===== config.mk =====
export PLATFORM = sky130hd
export DESIGN_NAME = map_ctrl
export DESIGN_NICKNAME = d
export VERILOG_FILES = /design/src/rtl/map_ctrl.sv
export SDC_FILE = /design/constraint.sdc
export NUM_CORES = 1
export LEC_CHECK = 0
export CORE_ASPECT_RATIO = 1.4
export CORE_MARGIN = 2
export CORE_UTILIZATION = 30
export CTS_CLUSTER_SIZE = 8
export DETAILED_ROUTE_END_ITERATION = 8
export SYNTH_ARGS = -nofsm -noshare
export SYNTH_HDL_FRONTEND = slang
export SYNTH_SLANG_ARGS = --single-unit

===== constraint.sdc =====
create_clock -name clk -period 3.2 [get_ports clk]
set_clock_uncertainty 0.1 [all_clocks]
set_input_delay 0.48 -clock clk [delete_from_list [all_inputs] [get_ports clk]]
set_output_delay 0.48 -clock clk [all_outputs]
set_load 0.005 [all_outputs]

===== src/rtl/map_ctrl.sv =====
// map_ctrl: level-map controller for a single elevator platform and a set of
// collectible gems that open an exit door.
//
// Build option: define MAP_CTRL_AUTORETURN_EN to make the elevator follow the
// button (return up on release, reverse mid-travel). Without it the elevator
// descends once and parks at the bottom until level_restart or reset.
//
// Ports:
//   clk           system clock
//   rst           asynchronous active-low reset
//   en            global enable; when low all state holds (level_restart still acts)
//   frame_tick    one-cycle pulse per video frame, paces elevator motion
//   vga_h, vga_v  full-res pixel position (halved internally)
//   button_press  player standing on the elevator button (level)
//   gem_touch     per-gem player contact (level)
//   level_restart synchronous restart pulse, highest priority
//   plat_off      elevator downward offset in half-res pixels
//   plat_state    elevator state: 0 TOP, 1 DOWN, 2 BOTTOM, 3 UP
//   plat_hit      combinational: current pixel lies inside the elevator
//   gem_taken     latched gem collection flags
//   gem_count     number of gems taken
//   door_open     all gems collected (sticky)
//   done_pulse    one-cycle pulse when the door opens
module map_ctrl #(
  parameter int unsigned NUM_GEMS    = 4,
  parameter int unsigned PLAT_TRAVEL = 40,
  parameter int unsigned STEP_DIV    = 2,
  parameter int unsigned PLAT_H0     = 90,
  parameter int unsigned PLAT_V0     = 139,
  parameter int unsigned PLAT_W      = 40,
  parameter int unsigned PLAT_HT     = 8
) (
  input  logic                clk,
  input  logic                rst,
  input  logic                en,
  input  logic                frame_tick,
  input  logic [9:0]          vga_h,
  input  logic [9:0]          vga_v,
  input  logic                button_press,
  input  logic [NUM_GEMS-1:0] gem_touch,
  input  logic                level_restart,
  output logic [9:0]          plat_off,
  output logic [1:0]          plat_state,
  output logic                plat_hit,
  output logic [NUM_GEMS-1:0] gem_taken,
  output logic [3:0]          gem_count,
  output logic                door_open,
  output logic                done_pulse
);

  localparam int unsigned OFF_W = 10;
  localparam int unsigned DIV_W = 4;
  localparam int unsigned CNT_W = 4;
  localparam int unsigned PIX_W = 11;

  typedef enum logic [1:0] {
    ST_TOP    = 2'd0,
    ST_DOWN   = 2'd1,
    ST_BOTTOM = 2'd2,
    ST_UP     = 2'd3
  } plat_st_e;

  plat_st_e               state_q, state_d;
  logic [OFF_W-1:0]       off_q, off_d;
  logic [DIV_W-1:0]       div_q, div_d;
  logic [NUM_GEMS-1:0]    gem_taken_q, gem_taken_d;
  logic [CNT_W-1:0]       gem_count_q, gem_count_d;
  logic                   door_open_q, door_open_d;
  logic                   done_pulse_q, done_pulse_d;
  logic                   step_due;
  logic                   all_gems;

  // Number of set bits in a gem vector.
  function automatic logic [CNT_W-1:0] popcount(input logic [NUM_GEMS-1:0] vec);
    logic [CNT_W-1:0] cnt;
    cnt = '0;
    for (int unsigned i = 0; i < NUM_GEMS; i++) begin
      cnt = cnt + CNT_W'(vec[i]);
    end
    return cnt;
  endfunction

  // Elevator next-state, offset and step divider.
  always_comb begin
    state_d  = state_q;
    off_d    = off_q;
    div_d    = div_q;
    step_due = 1'b0;
    if (level_restart) begin
      state_d = ST_TOP;
      off_d   = '0;
      div_d   = '0;
    end else if (en) begin
      // The divider wraps on the tick that produces a 1-pixel step.
      step_due = frame_tick && (div_q == DIV_W'(STEP_DIV - 1));
      case (state_q)
        ST_TOP: begin
          if (button_press) state_d = ST_DOWN;
        end
        ST_DOWN: begin
          if (off_q >= OFF_W'(PLAT_TRAVEL)) begin
            // Entered already at the bottom (reversal at full travel).
            state_d = ST_BOTTOM;
          end else if (frame_tick) begin
            if (step_due) begin
              div_d = '0;
              off_d = off_q + OFF_W'(1);
              if (off_q == OFF_W'(PLAT_TRAVEL - 1)) state_d = ST_BOTTOM;
            end else begin
              div_d = div_q + DIV_W'(1);
            end
          end
`ifdef MAP_CTRL_AUTORETURN_EN
          // Releasing the button reverses without taking a step this cycle.
          if (!button_press) begin
            state_d = ST_UP;
            off_d   = off_q;
          end
`endif
        end
        ST_BOTTOM: begin
`ifdef MAP_CTRL_AUTORETURN_EN
          if (!button_press) state_d = ST_UP;
`endif
        end
        ST_UP: begin
`ifdef MAP_CTRL_AUTORETURN_EN
          if (off_q == '0) begin
            state_d = ST_TOP;
          end else if (frame_tick) begin
            if (step_due) begin
              div_d = '0;
              off_d = off_q - OFF_W'(1);
              if (off_q == OFF_W'(1)) state_d = ST_TOP;
            end else begin
              div_d = div_q + DIV_W'(1);
            end
          end
          if (button_press) begin
            state_d = ST_DOWN;
            off_d   = off_q;
          end
`else
          // Unreachable in this build; recover to a safe parked state.
          state_d = ST_TOP;
          off_d   = '0;
`endif
        end
        default: state_d = ST_TOP;
      endcase
      if (state_d != state_q) div_d = '0;
    end
  end

  // Gem collection, door and completion pulse.
  always_comb begin
    gem_taken_d  = gem_taken_q;
    gem_count_d  = gem_count_q;
    door_open_d  = door_open_q;
    done_pulse_d = 1'b0;
    all_gems     = (gem_count_q == CNT_W'(NUM_GEMS));
    if (level_restart) begin
      gem_taken_d = '0;
      gem_count_d = '0;
      door_open_d = 1'b0;
    end else if (en) begin
      gem_taken_d  = gem_taken_q | gem_touch;
      gem_count_d  = popcount(gem_taken_d);
      door_open_d  = door_open_q | all_gems;
      done_pulse_d = all_gems && !door_open_q;
    end
  end

  // State registers.
  always_ff @(posedge clk or negedge rst) begin
    if (!rst) begin
      state_q      <= ST_TOP;
      off_q        <= '0;
      div_q        <= '0;
      gem_taken_q  <= '0;
      gem_count_q  <= '0;
      door_open_q  <= 1'b0;
      done_pulse_q <= 1'b0;
    end else begin
      state_q      <= state_d;
      off_q        <= off_d;
      div_q        <= div_d;
      gem_taken_q  <= gem_taken_d;
      gem_count_q  <= gem_count_d;
      door_open_q  <= door_open_d;
      done_pulse_q <= done_pulse_d;
    end
  end

  // Elevator rectangle hit test in half-res coordinates.
  logic [PIX_W-1:0] h_px, v_px, v_top;
  always_comb begin
    h_px  = PIX_W'(vga_h >> 1);
    v_px  = PIX_W'(vga_v >> 1);
    v_top = PIX_W'(PLAT_V0) + PIX_W'(off_q);
    plat_hit = (h_px >= PIX_W'(PLAT_H0)) && (h_px < PIX_W'(PLAT_H0 + PLAT_W)) &&
               (v_px >= v_top) && (v_px < v_top + PIX_W'(PLAT_HT));
  end

  assign plat_off   = off_q;
  assign plat_state = state_q;
  assign gem_taken  = gem_taken_q;
  assign gem_count  = gem_count_q;
  assign door_open  = door_open_q;
  assign done_pulse = done_pulse_q;

endmodule


==> results.md <==
* Status: finished, violations left
* Failing checks: negative setup slack
* Final ANT Viol Nets at 0
* Wire per inst at 12.86 um
* Ant. Diodes at 0
* Int Pwr at 0.0005209 W
* Kind of critical path: flop to primary output
* FF-to-FF setup slack at 0.99 ns
* Clk buf depth at 2
* # hold bufs at CTS at 0
* Hold_ws at 0.3648 ns
* Netlist cell types at 54
* Critical path launch point: plat_off[0]$_DFFE_PN0P_
* Port bufs at 48
* Post-synth top cells: dfrtp_1, ha_1, nor2_1
* H-tree Lvls at 1
* Reg2reg path depth at 6
* HP Class: flop to flop
* Die Wd at 73.02 um
* Core area at 6525 um^2
* TritonCTS clock tree: done
* Worst r2r src: plat_off[7]$_DFFE_PN0P_
* RePlAce Congestion at 0.8187
* Vias at 1898
* Share of the synthesized area in the top cell type at 31.27%
* Cell area power density at 255.0 nW/um^2
* Synthesized area per cell at 8.972 um^2
* Via-per-instance ratio at 5.158
* Initial antenna violation count at 0
* Ports at 53
* Largest net degree at the start of global routing at 26
* Post-synthesis sequential area ratio at 31.27%
* Critical path endpoint category: primary output
* Async S/R FF share, synth at 100.0%
* Clk pin slew, worst setup/hold paths at 0.08 ns
* Cell Area, Synth at 2001 um^2
* Initial DRC Count at 35
* Ys Warns at 0
* Max Cap Viol at 0
* Gate Count Post-Synth at 223
* Clk root buf: clkbuf_8
* Most common cell in the netlist: dfrtp_1
* Pre-Repair DR Iteration Count at 4
* Synthesis-stage register bit count at 25
* Main synth FF type: dfrtp_1
* Non-filler cells, final at 368
* Crit path arrival time at 3.09 ns
* Placed Instance Area at 2724 um^2
* Clock power frac at 26.4%
* Hold worst-path end: done_pulse$_DFF_PN0_
* Post-placement cell count at 362
* Final WS setup at -0.4661 ns
* Max-slew violation count at 0
* Hold path depth at 1
* Worst slew margin at 59.57%
* Sw Share at 26.87%
* RR Endpoint: plat_off[4]$_DFFE_PN0P_
* CTS buffer count at 3
* Comb power frac at 25.9%
* Sw Pwr at 0.0001914 W
* Overflow after GRT at 0
* Worst-Skew Late Latency at 0.27 ns
* Clock sinks at 25
* Hold path start: door_open$_DFFE_PN0P_
* Number of synthesized flops with an enable pin at 0
* Peak supply drop at 207.0 uV
* RSZ-0062 raised after global routing: yes
* First-pass GRT wire length at 7.886 mm
* Required time worst endpoint at 2.62 ns
* CP Launch Type: flop
* Worst slew pin tran at 0.6036 ns
* Power, Total at 0.0007123 W
* Final nets at 348
* Starting Density at 30.66%
* Total wire length at 4.733 mm
* Fin crit share at 114.6%
* Design area at 2793 um^2
* Die Y at 100.6 um
* Synth Net Count at 276
* Final setup fails at 1
* F_max at 0.2728 GHz
* Final hold violations at 0
* Sequential Power Share at 47.7%
* Die area at 7348 um^2
* Synth area leader: dfrtp_1
* DP HPWL at 3.920 mm
* Share of cells above drive strength 1 at 17.69%
* # DRC at 0
* Syn-to-layout area delta at 39.59%
* Setup slack at placement at -0.6217 ns
* Vias in the first global route at 1806
* Row count at 35
* Ranking of synthesized cells by area: dfrtp_1, ha_1, nand3_1, nor2_1, a21oi_1
* Lkg Pwr at 1.205 nW
* Crit-path max FO at 4
* Fin crit period at 3.666 ns
* Gr usage total at 13.44%
-- how the worst max path moves through the flow --
| stage | slack [ns] | depth (start not counted) | end |
|---|---|---|---|
| floorplan | -0.06 | 14 | plat_hit |
| global placement | -0.56 | 15 | plat_hit |
| detailed placement | -0.62 | 15 | plat_hit |
| CTS | -0.51 | 13 | plat_hit |
| global route | -0.70 | 16 | plat_hit |
| finish | -0.47 | 16 | plat_hit |
-- sequential cells by signal, summed over array words and instances, names as in the netlist --
name	flops
done_pulse	1
gem_count	3
gem_taken	4
door_open	1
plat_off	10
plat_state	2
div_q	4
-- power by group through the flow --
stage / combinational, W / clock, W / sequential, W
floorplan: 0.0000891 / 0 / 0.000342
global placement: 0.000185 / 0 / 0.000345
detailed placement: 0.000186 / 0 / 0.000345
CTS: 0.000187 / 0.000192 / 0.000340
global route: 0.000208 / 0.000205 / 0.000342
finish: 0.000185 / 0.000188 / 0.000339
-- cell usage in the layout (no fill, tap or decap), types with 3 or more instances in the layout --
master,netlist,routed
clkbuf_8,0,3
a21oi_1,13,13
dfrtp_1,25,25
nor2_1,21,21
o21ai_1,1,3
nor3_1,4,4
nand2_1,8,8
or2_2,5,5
ha_1,22,21
nand3_1,16,16
o21ai_0,12,10
and2_1,3,3
nand4_1,3,3
o21a_1,5,5
inv_1,12,11
xor2_1,5,5
and3_1,3,3
mux2i_1,4,4
xnor2_1,7,6
buf_4,2,30
or3_1,3,3
clkdlybuf4s50_1,0,47
-- logic make-up after synthesis --
family | count (synthesis) | synth area share (%)
multiplexers | 4 | 2.001
adder cells (fa/ha/maj) | 23 | 14.76
other | 1 | 0.1874
buffers and inverters | 23 | 5.378
AND/OR/NAND/NOR | 81 | 22.83
AO/OA/AOI/OAI | 54 | 18.32
XOR/XNOR | 12 | 5.253
flip-flops | 25 | 31.27
-- metrics by stage --
stage | utilization [%] | TNS [ns]
after floorplan | - | -0.05610
after global placement | 41.75 | -0.5639
after CTS | 42.59 | -0.5073
final | 42.80 | -0.4661
after detailed placement | 41.75 | -0.6217
after global routing | 42.80 | -0.6951
-- final cells by class --
type	count	area, um^2
clock buffer	4	45.04
fill	687	3732
inverter	12	45.04
multi-input combinational	175	1284
sequential	25	625.6
tap	74	92.59
timing repair buffer	78	700.7
-- routing by layer --
layer | vias up | routed length, um | track usage, %
li1 | 959 | - | -
met2 | 38 | 2690 | 27.30
met3 | 2 | 161 | 1.300
met1 | 899 | 1852 | 14.04
met4 | 0 | 28 | 3.419
met5 | - | 0 | 0
-- worst max-delay path, stage by stage (launching register included) --
cell and delay, ns:
dfrtp_1 0.40, inv_1 0.08, ha_2 0.17, and2b_1 0.21, or3_1 0.33, nand2_1 0.10
inv_1 0.04, ha_1 0.17, inv_2 0.07, xnor2_1 0.07, ha_1 0.32, nand3_1 0.08
nand3_1 0.08, a31oi_2 0.16, o21ai_1 0.09, a2111oi_2 0.28, buf_2 0.16
-- repair_timing --
action,CTS,global route
gates resized for setup,4,3
buffers inserted,2,0
endpoints found under the setup margin,1,1
pin swaps,3,1
Power figures use the tool's default switching activity.
